`src/rtl/ste_avg_fir_mc.sv`:
```
// ste_avg_fir_mc: multi-channel runtime-window boxcar averager, time-multiplexed over one sample input.
// Define STE_AVG_FIR_ROUND_EN for round-half-up output instead of truncation.
module ste_avg_fir_mc #(
  parameter int DATA_W = 16,
  parameter int NUM_CH = 4,
  parameter int MAX_LOG2 = 4,
  localparam int CH_W = NUM_CH > 1 ? $clog2(NUM_CH) : 1,
  localparam int WIN_W = $clog2(MAX_LOG2 + 1)
) (
  input  logic              clk,
  input  logic              rst,
  input  logic [DATA_W-1:0] din_i,
  input  logic [CH_W-1:0]   din_ch_i,
  input  logic              din_update_i,
  output logic              ready_o,
  input  logic [WIN_W-1:0]  win_log2_i,
  input  logic              avg_clr_i,
  output logic [DATA_W-1:0] dout_o,
  output logic [CH_W-1:0]   dout_ch_o,
  output logic              dout_update_o,
  output logic              ovr_o
);
  localparam int DEPTH = 1 << MAX_LOG2;
  localparam int SW = DATA_W + MAX_LOG2;
  localparam int FW = MAX_LOG2 + 1;
  typedef enum logic [1:0] {S_IDLE, S_READ, S_UPD} state_t;
  state_t r_state, w_nxt;
  logic [DATA_W-1:0]   r_mem [NUM_CH*DEPTH];
  logic [SW-1:0]       r_sum [NUM_CH];
  logic [FW-1:0]       r_fill [NUM_CH];
  logic [MAX_LOG2-1:0] r_wptr [NUM_CH];
  logic [WIN_W-1:0]    r_win, w_win;
  logic [DATA_W-1:0]   r_din, r_old, w_avg;
  logic [CH_W-1:0]     r_ch;
  logic                w_clr, w_valid, w_acc, w_ovr, w_full, w_strb;
  logic [FW-1:0]       w_w, w_fill;
  logic [MAX_LOG2-1:0] w_rptr;
  logic [SW-1:0]       w_sum;
  assign w_win = win_log2_i > WIN_W'(MAX_LOG2) ? WIN_W'(MAX_LOG2) : win_log2_i;
  assign w_clr = avg_clr_i | (w_win != r_win);
  assign w_valid = {1'b0, din_ch_i} < (CH_W+1)'(NUM_CH);
  assign w_acc = din_update_i & w_valid & (r_state == S_IDLE) & ~w_clr;
  assign w_ovr = din_update_i & w_valid & (r_state != S_IDLE) & ~w_clr;
  assign ready_o = r_state == S_IDLE;
  // A full-depth window wraps the oldest slot onto the write pointer itself.
  assign w_w = FW'(1) << r_win;
  assign w_rptr = r_wptr[r_ch] - w_w[MAX_LOG2-1:0];
  assign w_full = r_fill[r_ch] >= w_w;
  assign w_sum = r_sum[r_ch] + SW'(r_din) - (w_full ? SW'(r_old) : '0);
  assign w_fill = r_fill[r_ch] == FW'(DEPTH) ? r_fill[r_ch] : r_fill[r_ch] + FW'(1);
  assign w_strb = w_fill >= w_w;
`ifdef STE_AVG_FIR_ROUND_EN
  logic [SW:0] w_rnd;
  assign w_rnd = ({1'b0, w_sum} + (r_win == '0 ? '0 : (SW+1)'(1) << (r_win - 1'b1))) >> r_win;
  assign w_avg = (w_rnd >> DATA_W) != '0 ? '1 : DATA_W'(w_rnd);
`else
  assign w_avg = DATA_W'(w_sum >> r_win);
`endif
  always_comb begin
    w_nxt = S_IDLE;
    if (!w_clr)
      w_nxt = r_state == S_IDLE ? (w_acc ? S_READ : S_IDLE) : r_state == S_READ ? S_UPD : S_IDLE;
  end
  always_ff @(posedge clk or posedge rst)
    if (rst) r_state <= S_IDLE;
    else r_state <= w_nxt;
  always_ff @(posedge clk) begin
    if (r_state == S_READ) r_old <= r_mem[{r_ch, w_rptr}];
    if (r_state == S_UPD) r_mem[{r_ch, r_wptr[r_ch]}] <= r_din;
  end
  always_ff @(posedge clk or posedge rst)
    if (rst) begin
      r_win <= '0;
      r_din <= '0;
      r_ch <= '0;
      dout_o <= '0;
      dout_ch_o <= '0;
      dout_update_o <= 1'b0;
      ovr_o <= 1'b0;
      for (int i = 0; i < NUM_CH; i++) begin
        r_sum[i] <= '0;
        r_fill[i] <= '0;
        r_wptr[i] <= '0;
      end
    end else begin
      r_win <= w_win;
      dout_update_o <= 1'b0;
      if (w_clr) begin
        dout_o <= '0;
        ovr_o <= 1'b0;
        for (int i = 0; i < NUM_CH; i++) begin
          r_sum[i] <= '0;
          r_fill[i] <= '0;
          r_wptr[i] <= '0;
        end
      end else begin
        if (w_ovr) ovr_o <= 1'b1;
        if (w_acc) begin
          r_din <= din_i;
          r_ch <= din_ch_i;
        end
        if (r_state == S_UPD) begin
          r_sum[r_ch] <= w_sum;
          r_fill[r_ch] <= w_fill;
          r_wptr[r_ch] <= r_wptr[r_ch] + 1'b1;
          if (w_strb) begin
            dout_o <= w_avg;
            dout_ch_o <= r_ch;
            dout_update_o <= 1'b1;
          end
        end
      end
    end
endmodule

```
`config.mk`:
```
export PLATFORM = sky130hd
export DESIGN_NAME = ste_avg_fir_mc
export DESIGN_NICKNAME = d
export VERILOG_FILES = /design/src/rtl/ste_avg_fir_mc.sv
export SDC_FILE = /design/constraint.sdc
export NUM_CORES = 1
export LEC_CHECK = 0
export CORE_MARGIN = 5
export CORE_UTILIZATION = 30
export CTS_BUF_LIST = sky130_fd_sc_hd__clkbuf_4 sky130_fd_sc_hd__clkbuf_8
export DETAILED_ROUTE_END_ITERATION = 6
export GPL_ROUTABILITY_DRIVEN = 0
export GPL_TIMING_DRIVEN = 0
export PLACE_DENSITY_LB_ADDON = 0.3
export SLEW_MARGIN = 20
export SYNTH_ARGS = -nofsm -noshare
export SYNTH_HDL_FRONTEND = slang
export SYNTH_SLANG_ARGS = --single-unit
```
`constraint.sdc`:
```
create_clock -name clk -period 8.59 [get_ports clk]
set_input_delay 0.859 -clock clk [delete_from_list [all_inputs] [get_ports clk]]
set_output_delay 0.859 -clock clk [all_outputs]
set_load 0.1 [all_outputs]
```
==> results_dict.tcl <==
set metrics [dict create \
    outcome "complete, no violations" \
    finalPower_mw 14.6 \
    max-cap-violations 0 \
    internal_reg_to_reg_setup_slack_ns 0.62 \
    number_of_nets_in_the_synthesized_netlist 2837 \
    criticalPathCategory "reg2reg" \
    critical-path-max-stage-delay_ns 0.80 \
    total_of_flip_flops_plus_latches_after_synthesis 1199 \
    number_of_antenna_violations_at_the_first_check_in_global_routing 4 \
    design.die.area_sq_mm 0.171 \
    static-leakage-power_nw 18.7 \
    postPlaceCellArea_sq_mm 0.0534 \
    period_minus_slack_ns 7.97 \
    dieHeight_microns 413 \
    synth.largest_area_cell "edfxtp_1" \
    tritoncts.num_buffers 195 \
    setup-violations-final 0 \
    r2r_end "dout_o[8]$_DFFE_PP0P_" \
    remaining_drc_errors 0 \
    vias_in_the_first_global_route 27500 \
    synthesis.instances 2764 \
    drt_iter0_drc 2435 \
    netlist_top_cells_area "edfxtp_1 (64%), mux4_2 (14%), dfrtp_1 (8.1%)" \
    initial_core_util 0.301 \
    ctsRootBufferMaster "clkbuf_8" \
    final-max-slew-violation-count 0 \
    async_reset_ff_frac 0.133 \
    timing.critical_path.from_type "flop" \
    route.final.wire_length_microns 132000 \
    power.internal_mw 10.3 \
    hp-class "in2async" \
    fp.coreArea_sq_mm 0.162 \
    cp-end-kind "flop" \
    final_nets 3157 \
    period_share 0.928 \
    p_sw_mw 4.29 \
    boundaryPins 46 \
    vias 26695 \
    fin_worst_hold_slack_ns 0.462 \
    power_per_cell_area_mw_per_mm2 255 \
    drt_first_pass_iters 5 \
    vias_per_cell 4.93 \
    syn-cell-area_sq_mm 0.0488 \
    power_frac_comb 0.171 \
    tritoncts_num_sinks 1199 \
    rsz_0062_raised_after_global_routing "no" \
    timing_worst_slew_pin_value_ns 1.30 \
    max-vdd-ir-drop_uv 151 \
    synth.yosys.warnings 0 \
    finalCoreUtilization 0.353 \
    grt_pass1_wl_microns 193000 \
    post_cts_setup_buffer_count 0 \
    grt_start_max_net_pins 84 \
    syn_area_per_cell_sq_um 17.7 \
    cts-htree-levels 4 \
    clkSlewWorstSetupHoldPaths_ns 0.06 \
    relSlewSlack 0.123 \
    std_cell_rows 148 \
    ctsResizeCount 0 \
    critical_path.slowest_cell "a31oi_1" \
    drt-wirelength-per-cell_microns 24.3 \
    portBuffers 45 \
    fraction_of_power_consumed_by_the_clock_network 0.339 \
    post-place-cells 5062 \
    timing.final.hold_violations 0 \
    detailed_place_hpwl_microns 88500 \
    sw_frac_of_total 0.294 \
    worst_r2r_path_depth 25 \
    worstReg2RegStart "r_win[0]$_DFF_PP0_" \
    timing.final.ws_setup_ns 0.621 \
    synth_top_cell_area_share 0.640 \
    layout-drive-gt1-share 0.262 \
    hold_buffers 0 \
    globalRouteOverflowTotal 0 \
    grt.total_usage 0.154 \
    post_synth_edffs 1040 \
    synthFlopType "edfxtp_1" \
    finalSetupTns_ns 0 \
    finish.cell_count_without_fillers 5418 \
    drt.antenna.violating_nets 0 \
    critical_path_peak_fanout 10 \
    cts_tree "done" \
    synth-seq-area-share 0.721 \
    fmaxAchievable_ghz 0.125 \
    postLayoutCellArea_sq_mm 0.0573 \
    worst_skew_pair_latency_ns 0.90 \
    yosys.cell_types.count 71 \
    finClkSkew_ns 0.0447 \
    critPathRequiredTime_ns 9.39 \
    timing.critical_path.to "dout_o[8]$_DFFE_PP0P_" \
    synthesis_to_layout_area_growth_pct 17.4 \
    seq_power_share 0.490 \
    die_width_microns 413 \
    timing.critical_path.from "r_win[0]$_DFF_PP0_" \
    dp_slack_ns 0.650 \
    cts-root-to-sink-buffers 3 \
    timing.critical_path.arrival_ns 8.77 \
]
-- cells in the final DEF, fill, tap and decap left out, types with 11 or more instances in the layout --
cell type,n
o22ai_1,64
edfxtp_1,1040
buf_2,40
clkbuf_2,11
and3_1,19
mux4_2,294
nor2_2,60
clkbuf_8,208
a22oi_1,32
nand2_1,264
clkbuf_1,95
xnor2_1,19
a211oi_1,40
dfrtp_1,143
buf_1,13
a21oi_1,138
buf_8,21
o21ai_0,32
inv_1,75
nand3_1,44
nor2_1,74
ha_1,31
clkdlybuf4s50_1,45
nor2b_1,24
dfrtp_4,16
fa_1,17
buf_6,42
clkbuf_4,63
clkinv_1,44
clkinv_2,17
-- kinds of logic (layout without fill, tap and decap cells) --
family | Yosys count | count (layout) | synth area share
flip-flops | 1199 | 1199 | 0.721
AND/OR/NAND/NOR | 564 | 564 | 0.0508
AO/OA/AOI/OAI | 374 | 374 | 0.0485
multiplexers | 311 | 311 | 0.140
buffers and inverters | 239 | 713 | 0.0198
adder cells (fa/ha/maj) | 48 | 48 | 0.0149
XOR/XNOR | 29 | 29 | 0.00520
other | 0 | 5 | 0
-- state kept, by name (all words and copies together) (netlist names) --
name and flops:
r_win 3, r_mem 1024, r_state 2, r_sum 80, r_ch 2, dout_ch_o 2, r_old 16, r_fill 20
dout_update_o 1, dout_o 16, r_wptr 16, ovr_o 1, r_din 16
-- synthesized netlist by cell type, types with 6 or more instances --
master	n
and3_1	19
a211oi_1	40
or3_1	9
nor4_1	17
nand3_1	44
mux2_2	6
buf_2	39
nor2_1	138
o21a_1	7
xnor2_1	20
a21o_1	8
a22oi_1	32
nand2b_1	9
mux4_2	294
nor2b_1	25
o21ai_0	32
edfxtp_1	1040
fa_1	17
dfrtp_1	159
clkbuf_1	105
mux2i_1	10
xor2_1	9
or2_2	6
inv_1	76
buf_1	13
ha_1	31
o211ai_1	9
nand2_1	264
o22ai_1	64
nor3_1	10
a21oi_1	138
-- power by group through the flow --
| stage | Combinational [mW] | Clock [mW] | Sequential, mW |
|---|---|---|---|
| detailed placement | 2.48 | 0 | 7.28 |
| floorplan | 1.32 | 0 | 7.22 |
| CTS | 2.49 | 5.08 | 7.16 |
| global route | 2.66 | 5.37 | 7.18 |
| finish | 2.49 | 4.95 | 7.16 |
| global placement | 2.07 | 0 | 7.59 |
-- worst max-delay path: cells and delay by family, from the launching register on --
family                   cells  cell delay [ns]
adder cells (fa/ha/maj)      3             1.11
multiplexers                 2             0.56
flip-flops                   1             0.41
buffers and inverters        6             1.59
AO/OA/AOI/OAI                8             2.25
AND/OR/NAND/NOR              5             1.25
XOR/XNOR                     1             0.72
-- layer usage --
layer / routed length (microns) / global-route usage / vias up
met2: 61800 / 0.243 / 949
met4: 4210 / 0.0549 / 2
li1: - / - / 11630
met5: 230 / 0 / -
met3: 8050 / 0.0298 / 178
met1: 57400 / 0.214 / 13936
-- how the worst min path moves through the flow --
stage / startpoint / to
after detailed placement: dout_ch_o[1]$_DFFE_PP0P_ / dout_ch_o[1]$_DFFE_PP0P_
after CTS: rst / ovr_o$_DFFE_PP0P_
final: rst / ovr_o$_DFFE_PP0P_
after global placement: dout_o[6]$_DFFE_PP0P_ / dout_o[6]$_DFFE_PP0P_
after floorplan: r_fill[5]$_DFFE_PP0P_ / r_fill[5]$_DFFE_PP0P_
after global routing: rst / dout_o[8]$_DFFE_PP0P_
-- layout make-up --
class	count	area [sq um]
fill	15398	105000
buffer	161	686
timing repair buffer	123	1540
antenna	5	12.5
multi-input combinational	1326	12900
tap	2175	2720
sequential	1199	35300
clock inverter	80	547
inverter	78	300
clock buffer	271	3340
Power figures use the tool's default switching activity.
